### src/rtl/bk_adder_pipe_pkg.sv
// Shared constants and elaboration helpers for the pipelined Brent-Kung adder.
package bka_pkg;

    localparam int BKA_MIN_W = 4;
    localparam int BKA_MAX_W = 64;

    function automatic int bka_levels(input int w);
        return $clog2(w);
    endfunction

    function automatic bit is_pow2(input int w);
        return (w > 0) && ((w & (w - 1)) == 0);
    endfunction

endpackage

### src/rtl/bk_adder_pipe_if.sv
// Operand/result handshake bundle for bk_adder_pipe; out_ovf exists only with BKA_OVF_EN.
interface bk_adder_pipe_if #(
    parameter int WIDTH = 8
);
    logic             in_valid;
    logic             in_ready;
    logic [WIDTH-1:0] in_a;
    logic [WIDTH-1:0] in_b;
    logic             in_cin;
    logic             in_sub;
    logic             out_valid;
    logic             out_ready;
    logic [WIDTH-1:0] out_sum;
    logic             out_cout;
`ifdef BKA_OVF_EN
    logic             out_ovf;

    modport master (
        output in_valid, in_a, in_b, in_cin, in_sub, out_ready,
        input  in_ready, out_valid, out_sum, out_cout, out_ovf
    );
    modport slave (
        input  in_valid, in_a, in_b, in_cin, in_sub, out_ready,
        output in_ready, out_valid, out_sum, out_cout, out_ovf
    );
`else
    modport master (
        output in_valid, in_a, in_b, in_cin, in_sub, out_ready,
        input  in_ready, out_valid, out_sum, out_cout
    );
    modport slave (
        input  in_valid, in_a, in_b, in_cin, in_sub, out_ready,
        output in_ready, out_valid, out_sum, out_cout
    );
`endif
endinterface

### src/rtl/bk_adder_pipe_dot_cell.sv
// Prefix-tree dot operator: (g,p) = (g_hi | p_hi&g_lo, p_hi&p_lo).
module bka_dot_cell (
    input  logic g_hi,
    input  logic p_hi,
    input  logic g_lo,
    input  logic p_lo,
    output logic g,
    output logic p
);
    assign g = g_hi | (p_hi & g_lo);
    assign p = p_hi & p_lo;
endmodule

### src/rtl/bk_adder_pipe.sv
// 3-stage Brent-Kung adder/subtractor with valid/ready flow control.
// Define BKA_OVF_EN to add the registered signed-overflow output out_ovf.
module bk_adder_pipe
    import bka_pkg::*;
#(
    parameter int WIDTH = 8
) (
    input  logic           clk,
    input  logic           rst_n,
    bk_adder_pipe_if.slave bus
);
    localparam int L = bka_levels(WIDTH);

    if (!is_pow2(WIDTH) || WIDTH < BKA_MIN_W || WIDTH > BKA_MAX_W) begin : g_width_chk
        $error("bk_adder_pipe: WIDTH must be a power of two in 4..64");
    end

    logic             w_adv1, w_adv2, w_adv3;
    logic             r_s1_v, r_s2_v, r_s3_v;
    logic [WIDTH-1:0] r_s1_g, r_s1_p;
    logic             r_s1_c0;
    logic [WIDTH-1:0] r_s2_g, r_s2_p, r_s2_p0;
    logic             r_s2_c0;
    logic [WIDTH-1:0] r_s3_sum;
    logic             r_s3_cout;
    logic [WIDTH-1:0] w_b, w_gup, w_pup, w_gpre, w_ppre;
    logic [WIDTH:0]   w_c;

    assign w_adv3       = !r_s3_v || bus.out_ready;
    assign w_adv2       = !r_s2_v || w_adv3;
    assign w_adv1       = !r_s1_v || w_adv2;
    assign bus.in_ready = w_adv1;

    assign w_b = bus.in_sub ? ~bus.in_b : bus.in_b;

    // Up-sweep: level l combines each node at 2^(l+1)-aligned boundaries with its left span.
    for (genvar l = 0; l < L; l++) begin : g_up
        logic [WIDTH-1:0] w_gi, w_pi, w_go, w_po;
        if (l == 0) begin : g_src
            assign w_gi = r_s1_g;
            assign w_pi = r_s1_p;
        end else begin : g_src
            assign w_gi = g_up[l-1].w_go;
            assign w_pi = g_up[l-1].w_po;
        end
        for (genvar i = 0; i < WIDTH; i++) begin : g_bit
            if (((i + 1) % (2 ** (l + 1))) == 0) begin : g_dot
                bka_dot_cell u_dot (
                    .g_hi(w_gi[i]), .p_hi(w_pi[i]),
                    .g_lo(w_gi[i - 2 ** l]), .p_lo(w_pi[i - 2 ** l]),
                    .g(w_go[i]), .p(w_po[i])
                );
            end else begin : g_pass
                assign w_go[i] = w_gi[i];
                assign w_po[i] = w_pi[i];
            end
        end
    end
    assign w_gup = g_up[L-1].w_go;
    assign w_pup = g_up[L-1].w_po;

    // Down-sweep fills the odd midpoints left unresolved by the up-sweep.
    for (genvar d = 0; d < L - 1; d++) begin : g_dn
        localparam int LV = L - 2 - d;
        logic [WIDTH-1:0] w_gi, w_pi, w_go, w_po;
        if (d == 0) begin : g_src
            assign w_gi = r_s2_g;
            assign w_pi = r_s2_p;
        end else begin : g_src
            assign w_gi = g_dn[d-1].w_go;
            assign w_pi = g_dn[d-1].w_po;
        end
        for (genvar i = 0; i < WIDTH; i++) begin : g_bit
            if ((((i + 1) % (2 ** (LV + 1))) == 2 ** LV) && (i >= 2 ** (LV + 1))) begin : g_dot
                bka_dot_cell u_dot (
                    .g_hi(w_gi[i]), .p_hi(w_pi[i]),
                    .g_lo(w_gi[i - 2 ** LV]), .p_lo(w_pi[i - 2 ** LV]),
                    .g(w_go[i]), .p(w_po[i])
                );
            end else begin : g_pass
                assign w_go[i] = w_gi[i];
                assign w_po[i] = w_pi[i];
            end
        end
    end
    assign w_gpre = g_dn[L-2].w_go;
    assign w_ppre = g_dn[L-2].w_po;

    // c0 enters as the carry into bit 0, so every prefix sees it through its group propagate.
    assign w_c = {w_gpre | (w_ppre & {WIDTH{r_s2_c0}}), r_s2_c0};

    always_ff @(posedge clk or negedge rst_n) begin
        if (!rst_n) begin
            r_s1_v    <= 1'b0;
            r_s1_g    <= '0;
            r_s1_p    <= '0;
            r_s1_c0   <= 1'b0;
            r_s2_v    <= 1'b0;
            r_s2_g    <= '0;
            r_s2_p    <= '0;
            r_s2_p0   <= '0;
            r_s2_c0   <= 1'b0;
            r_s3_v    <= 1'b0;
            r_s3_sum  <= '0;
            r_s3_cout <= 1'b0;
        end else begin
            if (w_adv1) begin
                r_s1_v <= bus.in_valid;
                if (bus.in_valid) begin
                    r_s1_g  <= bus.in_a & w_b;
                    r_s1_p  <= bus.in_a ^ w_b;
                    r_s1_c0 <= bus.in_sub | bus.in_cin;
                end
            end
            if (w_adv2) begin
                r_s2_v <= r_s1_v;
                if (r_s1_v) begin
                    r_s2_g  <= w_gup;
                    r_s2_p  <= w_pup;
                    r_s2_p0 <= r_s1_p;
                    r_s2_c0 <= r_s1_c0;
                end
            end
            if (w_adv3) begin
                r_s3_v <= r_s2_v;
                if (r_s2_v) begin
                    r_s3_sum  <= r_s2_p0 ^ w_c[WIDTH-1:0];
                    r_s3_cout <= w_c[WIDTH];
                end
            end
        end
    end

    assign bus.out_valid = r_s3_v;
    assign bus.out_sum   = r_s3_sum;
    assign bus.out_cout  = r_s3_cout;

`ifdef BKA_OVF_EN
    logic r_s3_ovf;

    always_ff @(posedge clk or negedge rst_n) begin
        if (!rst_n) begin
            r_s3_ovf <= 1'b0;
        end else if (w_adv3 && r_s2_v) begin
            r_s3_ovf <= w_c[WIDTH] ^ w_c[WIDTH-1];
        end
    end

    assign bus.out_ovf = r_s3_ovf;
`endif

endmodule

### src/flat_wrapper.sv
// flat-port wrapper written by rule: the top's interface ports become plain ports
module bk_adder_pipe_flat import bka_pkg::*;
#(
    parameter int WIDTH = 8
)
  (clk, rst_n, bus_in_valid, bus_in_a, bus_in_b, bus_in_cin, bus_in_sub, bus_out_ready, bus_in_ready, bus_out_valid, bus_out_sum, bus_out_cout);
  bk_adder_pipe_if #(.WIDTH(WIDTH)) bus_i ();
  input  logic clk;
  input  logic rst_n;
  input wire logic [$bits(bus_i.in_valid)-1:0] bus_in_valid;
  input wire logic [$bits(bus_i.in_a)-1:0] bus_in_a;
  input wire logic [$bits(bus_i.in_b)-1:0] bus_in_b;
  input wire logic [$bits(bus_i.in_cin)-1:0] bus_in_cin;
  input wire logic [$bits(bus_i.in_sub)-1:0] bus_in_sub;
  input wire logic [$bits(bus_i.out_ready)-1:0] bus_out_ready;
  output wire logic [$bits(bus_i.in_ready)-1:0] bus_in_ready;
  output wire logic [$bits(bus_i.out_valid)-1:0] bus_out_valid;
  output wire logic [$bits(bus_i.out_sum)-1:0] bus_out_sum;
  output wire logic [$bits(bus_i.out_cout)-1:0] bus_out_cout;
  assign bus_i.in_valid = bus_in_valid;
  assign bus_i.in_a = bus_in_a;
  assign bus_i.in_b = bus_in_b;
  assign bus_i.in_cin = bus_in_cin;
  assign bus_i.in_sub = bus_in_sub;
  assign bus_i.out_ready = bus_out_ready;
  assign bus_in_ready = bus_i.in_ready;
  assign bus_out_valid = bus_i.out_valid;
  assign bus_out_sum = bus_i.out_sum;
  assign bus_out_cout = bus_i.out_cout;
  bk_adder_pipe #(.WIDTH(WIDTH)) u_core (.clk(clk), .rst_n(rst_n), .bus(bus_i));
endmodule
### config.mk
export PLATFORM = sky130hd
export DESIGN_NAME = bk_adder_pipe_flat
export DESIGN_NICKNAME = d
export VERILOG_FILES = /design/src/rtl/bk_adder_pipe_pkg.sv /design/src/rtl/bk_adder_pipe_if.sv /design/src/rtl/bk_adder_pipe_dot_cell.sv /design/src/rtl/bk_adder_pipe.sv /design/src/flat_wrapper.sv
export SDC_FILE = /design/constraint.sdc
export NUM_CORES = 1
export LEC_CHECK = 0
export CAP_MARGIN = 40
export CORE_MARGIN = 8
export CORE_UTILIZATION = 35
export DETAILED_ROUTE_END_ITERATION = 16
export GPL_TIMING_DRIVEN = 1
export HOLD_SLACK_MARGIN = 0.15
export PLACE_DENSITY = 0.55
export SETUP_SLACK_MARGIN = 0.15
export SYNTH_ARGS = -nofsm -noshare
export SYNTH_HDL_FRONTEND = slang
export SYNTH_HIERARCHICAL = 1
export SYNTH_SLANG_ARGS = --single-unit
### constraint.sdc
create_clock -name clk -period 3.3 [get_ports clk]
set_input_delay 0.33 -clock clk [delete_from_list [all_inputs] [get_ports clk]]
set_output_delay 0.33 -clock clk [all_outputs]
set_load 0.02 [all_outputs]
==> results.md, run 1 <==
* Status: complete, no violations
* # diodes at 0
* Syn Area/Cell at 14.3 µm²
* Hold WC Path Type: flip-flop to flip-flop
* I/O Buffers at 32
* P_sw at 0.000603 W
* Clock slew at reported path FFs at 0.09 ns
* Post-synthesis sequential area ratio at 0.521
* CP Capture Type: primary output
* Share of post-route cells with drive strength above 1 at 0.337
* Max Fclk at 0.508 GHz
* Antenna violations before repair at 0
* Setup TNS at 0 ns
* Num CTS Buffers at 5
* Fillers at 619
* Number of synthesis warnings at 6
* WHS Path Cells at 1
* Layout Area Growth over Synthesis at 20.2%
* 1st-iter DRT viols at 37
* Largest family of logic cells by synthesized area: multiplexers
* Endpoints failing hold at 0
* Max cap viols at 0
* Setup Viol. Count Final at 0
* PwrDens at 682 mW/mm²
* DRC at 0
* RD Place Congestion at 0.716
* Slew Limit Fails at 0
* Global-route wire length before repair at 7.42 mm
* DRT Pass-1 Iters at 4
* Clock Latency Late Sink at 0.30 ns
* Worst Max-Slew Pin Slew at 0.851 ns
* Synth Area in Compound Gates at 0.0583
* Max-slew headroom at 0.431
* Post-synth net total at 199
* Standard-cell rows at 30
* Gr usage total at 0.0942
* Multiplexer share of the synthesized area at 0.226
* Routed Antenna Nets at 0
* Post-DP HPWL at 3.31 mm
* RSZ-0062 raised after global routing: false
* TritonCTS clock tree: yes
* Core region area at 0.00672 mm²
* Hold-fix buffers, CTS at 1
* Chip height at 98.9 µm
* Final period utilization at 0.596
* Full die area at 0.00978 mm²
* RR Startpoint: u_core/r_s2_v
* Switching share of power at 0.306
* Fin nets at 235
* Max rail drop VDD at 0.233 mV
* Flop-to-flop setup slack at 1.51 ns
* Post-Synth Adder-Cell Area at 0.0469
* Post-CTS Repair Setup Buffers at 0
* Final std cells w/o fill at 285
* Clock share of power at 0.186
* Vias in the first global route at 1523
* CP Launch Type: input pin
* Leakage power at 1.33 nW
* Starting density of the core at 0.358
* XOR/XNOR share of the synthesized area at 0.0547
* Worst Setup Slack, final at 1.33 ns
* Synth unique cells at 23
* Worst Skew at 0.0119 ns
* Worst hold path endpoint: u_core/g_dn[0].w_pi[7]
* Worst endpoint required time at 2.97 ns
* Wire per inst at 14.9 µm
* IO Pins at 33
* Syn Inst Count at 168
* Placed cell count at 276
* H-tree levels at 2
* DIE WIDTH at 98.9 µm
* Clk root buf: clkbuf_8
* Pint at 0.00137 W
* WP data arrival at 1.64 ns
* Comb power frac at 0.344
* Final Critical Period at 1.97 ns
* TritonCTS Sinks at 50
* Reg power frac at 0.470
* Global route overflow at 0
* Pin count of the biggest net entering global routing at 27
* Total Wirelength at 4.24 mm
* Kind of critical path: input pin to primary output
* R2R Path End: u_core/g_dn[0].w_pi[2]
* CTS Buffer Depth at 2
* Post-CTS Resized at 0
* Reg2reg path depth at 3
* Via count at 1345
* Seq cells post-synth at 50
* Simple-gate portion of the synthesized area at 0.0708
* Via/cell ratio at 4.72
* Setup slack at placement at 1.13 ns
* Syn Std Cell Area at 0.00240 mm²
* CP Max Fanout at 5
* Hold path startpoint: u_core/g_dn[0].w_pi[7]
[how the worst max path moves through the flow]
stage	slack, ns	start	to	cells after the start
after global placement	1.19	bus_out_ready	u_core/r_s2_p0[5]	4
final	1.33	bus_out_ready	bus_in_ready	3
after detailed placement	1.13	bus_out_ready	u_core/g_dn[0].w_gi[0]	4
after CTS	1.31	bus_out_ready	bus_in_ready	3
after floorplan	1.84	u_core/bus.out_valid	u_core/g_up[0].w_gi[0]	4
after global routing	1.28	bus_out_ready	bus_in_ready	3
[metal layers]
layer  global-route usage  share of wire
met2                0.151           0.47
met4               0.0425          0.015
met1                0.113           0.47
met5                    0              0
met3               0.0289          0.045
[power groups by stage]
stage	Clock, W	Combinational [W]	Sequential (W)
floorplan	0	0.000406	0.000969
global placement	0	0.000670	0.000929
detailed placement	0	0.000690	0.000946
CTS	0.000379	0.000694	0.000931
global route	0.000405	0.000744	0.000955
finish	0.000366	0.000678	0.000926
[worst max-delay path: stages]
cell             delay [ns]
clkdlybuf4s50_1        0.50
nand4b_4               0.18
clkdlybuf4s50_1        0.62
[through the flow]
step | instance area (µm²) | hold WS [ns] | utilization | total power (W)
detailed placement | 2790 | 0.366 | 0.415 | 0.00164
global route | 2890 | 0.538 | 0.430 | 0.00210
floorplan | 2400 | 0.0344 | - | 0.00138
finish | 2890 | 0.514 | 0.430 | 0.00197
global placement | 2770 | 0.487 | 0.412 | 0.00160
CTS | 2890 | 0.517 | 0.430 | 0.00200
[synth_stat cells, drive strengths merged]
library cell,number,share of area
mux2,45,0.23
a31oi,2,0.0052
dfrtp,50,0.52
nor2,2,0.0031
xnor2,7,0.026
nand2b,2,0.0052
or2b,2,0.0062
nand4b,1,0.0099
and2,11,0.034
a21o,11,0.034
buf,3,0.015
xor2,8,0.029
nand3b,1,0.0031
clkbuf,2,0.0073
ha,9,0.047
nand2,3,0.0088
a21oi,9,0.019
[logic make-up (layout without fill, tap and decap cells)]
kind of cell	Yosys count	count (layout)
buf+inv	5	42
flops	50	50
mux	45	45
xor+xnor	15	15
fa+ha+maj	9	9
simple gates	22	22
compound gates	22	22
[layout by cell type (no fill, tap or decap)]
master | synthesis | routed
nand2_4 | 1 | 1
buf_12 | 1 | 1
mux2_4 | 10 | 10
nand3b_1 | 1 | 1
dlygate4sd3_1 | 0 | 1
clkbuf_8 | 1 | 6
clkdlybuf4s50_1 | 0 | 31
xor2_1 | 8 | 8
nand4b_4 | 1 | 1
nand2b_1 | 2 | 2
buf_2 | 1 | 1
a21o_1 | 11 | 11
nor2_1 | 2 | 2
and2_2 | 11 | 11
xnor2_1 | 7 | 7
nand2_1 | 1 | 1
mux2_2 | 35 | 35
a21oi_1 | 9 | 9
ha_1 | 9 | 9
or2b_1 | 2 | 2
clkinvlp_4 | 0 | 1
nand2_2 | 1 | 1
dfrtp_1 | 50 | 50
a31oi_1 | 2 | 2
clkinv_2 | 0 | 1
[layout make-up]
cell class              count  area [µm²]  share of cell area
multi-input cells         113        1100               0.380
clock inverters             2        12.5             0.00433
well taps                  80         100              0.0346
clock buffers               6        82.6              0.0286
repair buffers             34         345               0.119
flip-flops and latches     50        1250               0.433
[registers in the layout, summed over array words and instances, names as in the netlist, 4 cells and up]
name,cells
u_core/bus.out_sum,8
u_core/g_dn.w_gi,8
u_core/g_dn.w_pi,8
u_core/g_up.w_gi,8
u_core/g_up.w_pi,8
u_core/r_s2_p0,4
No activity file was read; power rests on OpenSTA's default activity.
==> run 2: changes to the inputs <==
==> constraint.sdc (replaced) <==
create_clock -name clk -period 2 [get_ports clk]
set_input_delay 0.2 -clock clk [delete_from_list [all_inputs] [get_ports clk]]
set_output_delay 0.2 -clock clk [all_outputs]
set_load 0.02 [all_outputs]
==> results.md, run 2 (synthesized netlist as in run 1, its figures left out) <==
* Comb power frac at 0.336
* TritonCTS Sinks at 50
* Layout Area Growth over Synthesis at 21.6%
* 1st-iter DRT viols at 27
* I/O Buffers at 32
* Leakage power at 1.35 nW
* PwrDens at 1150 mW/mm²
* Slew Limit Fails at 0
* Full die area at 0.00978 mm²
* Final period utilization at 0.889
* Switching share of power at 0.292
* Slowest-stage cell, CP: clkdlybuf4s50_1
* Setup Viol. Count Final at 0
* RD Place Congestion at 0.737
* Num CTS Buffers at 5
* CTS Buffer Depth at 2
* Worst Skew at 0.00595 ns
* Clock slew at reported path FFs at 0.09 ns
* RSZ-0062 raised after global routing: false
* Commonest non-fill, non-tap cell in the layout: dfrtp_1
* Status: complete, no violations
* Wire per inst at 14.5 µm
* Total Wirelength at 4.16 mm
* Via/cell ratio at 4.76
* Global route overflow at 0
* Reg power frac at 0.453
* Clk root buf: clkbuf_8
* Crit-path max cell delay at 0.62 ns
* Worst path bufs/invs at 1
* Starting density of the core at 0.358
* Via count at 1360
* Core region area at 0.00672 mm²
* Fillers at 602
* Worst Setup Slack, final at 0.221 ns
* Gr usage total at 0.0913
* Max Fclk at 0.562 GHz
* DRT Pass-1 Iters at 4
* IO Pins at 33
* Kind of critical path: flip-flop to primary output
* DRC at 0
* Reg2reg path depth at 3
* P_sw at 0.000984 W
* # diodes at 0
* Worst-path cell chain: nand4b_4, clkdlybuf4s50_1
* Max rail drop VDD at 0.417 mV
* Post-DP HPWL at 3.16 mm
* Chip height at 98.9 µm
* Hold WC Path Type: input pin to flip-flop
* TritonCTS clock tree: yes
* CP Max Fanout at 6
* Vias in the first global route at 1523
* Post-CTS Repair Setup Buffers at 0
* Flop-to-flop setup slack at 0.56 ns
* Pin count of the biggest net entering global routing at 51
* WP data arrival at 1.58 ns
* Cell family contributing the most delay on the critical path: buffers and inverters
* Global-route wire length before repair at 7.20 mm
* Share of post-route cells with drive strength above 1 at 0.340
* Clock share of power at 0.211
* Most frequent cells in the layout: dfrtp_1 (50), mux2_2 (35), clkdlybuf4s50_1 (31)
* Antenna violations before repair at 0
* Pint at 0.00239 W
* DIE WIDTH at 98.9 µm
* Worst endpoint required time at 1.80 ns
* Max-slew headroom at 0.581
* CP Capture Type: primary output
* CP Launch Type: flip-flop
* H-tree levels at 2
* Standard-cell rows at 30
* Clock Latency Late Sink at 0.30 ns
* Endpoints failing hold at 0
* Max cap viols at 0
* Setup slack at placement at 0.279 ns
* Worst Max-Slew Pin Slew at 0.629 ns
* Routed Antenna Nets at 0
* WHS Path Cells at 3
* Critical path depth at 2
* Fin nets at 237
* Final Critical Period at 1.78 ns
* Setup TNS at 0 ns
run 2: area by class of cell:
type	count	area [µm²]	area share
Sequential cell	50	1250	0.428
Multi-Input combinational cell	113	1100	0.376
Timing Repair Buffer	36	360	0.123
Tap cell	80	100	0.0342
Clock buffer	6	82.6	0.0283
Clock inverter	1	30.0	0.0103
run 2: per-stage QoR:
step	instances	cell area, µm²	hold WS [ns]	util	power, W
after floorplan	168	2400	-0.0956	-	0.00227
after global placement	278	2800	0.329	0.417	0.00265
after detailed placement	278	2800	0.349	0.417	0.00270
after CTS	286	2920	0.510	0.435	0.00342
after global routing	286	2920	0.523	0.435	0.00359
final	286	2920	0.512	0.435	0.00337
run 2: power groups by stage:
stage          Sequential (W)  Combinational [W]  Clock, W
5_1_grt               0.00158            0.00124  0.000776
3_3_place_gp          0.00153            0.00112         0
4_1_cts               0.00153            0.00115  0.000735
3_5_place_dp          0.00156            0.00115         0
2_1_floorplan         0.00160           0.000671         0
6_report              0.00153            0.00113  0.000710
run 2: repair_timing:
action                                  in CTS  in global routing
endpoints found under the setup margin       0                  0
hold buffers                                 1                  0
endpoints found under the hold margin       50                  0
gates resized for setup                      0                  0
run 2: worst min-delay path, delay by kind of cell:
kind	cells	cell delay (ns)
AOI/OAI and AO/OA	1	0.09
buffers and inverters	1	0.39
and+or+nand+nor	1	0.10
run 2: routing by layer:
| metal | track usage | share of wire | vias up |
|---|---|---|---|
| li1 | - | - | 668 |
| met1 | 0.113 | 0.48 | 658 |
| met2 | 0.139 | 0.44 | 29 |
| met3 | 0.0317 | 0.056 | 5 |
| met4 | 0.0425 | 0.019 | 0 |
| met5 | 0 | 0 | - |
run 2: final timing paths:
kind | start | to
worst max register to register | u_core/r_s2_v | u_core/g_up[0].w_pi[7]
worst max-delay path | u_core/r_s2_v | bus_in_ready
worst min register to register | u_core/bus.out_sum[5] | u_core/bus.out_sum[5]
max in group asynchronous | rst_n | u_core/g_up[0].w_pi[7]
min in group asynchronous | rst_n | u_core/r_s2_v
worst min-delay path | bus_in_cin | u_core/r_s1_c0
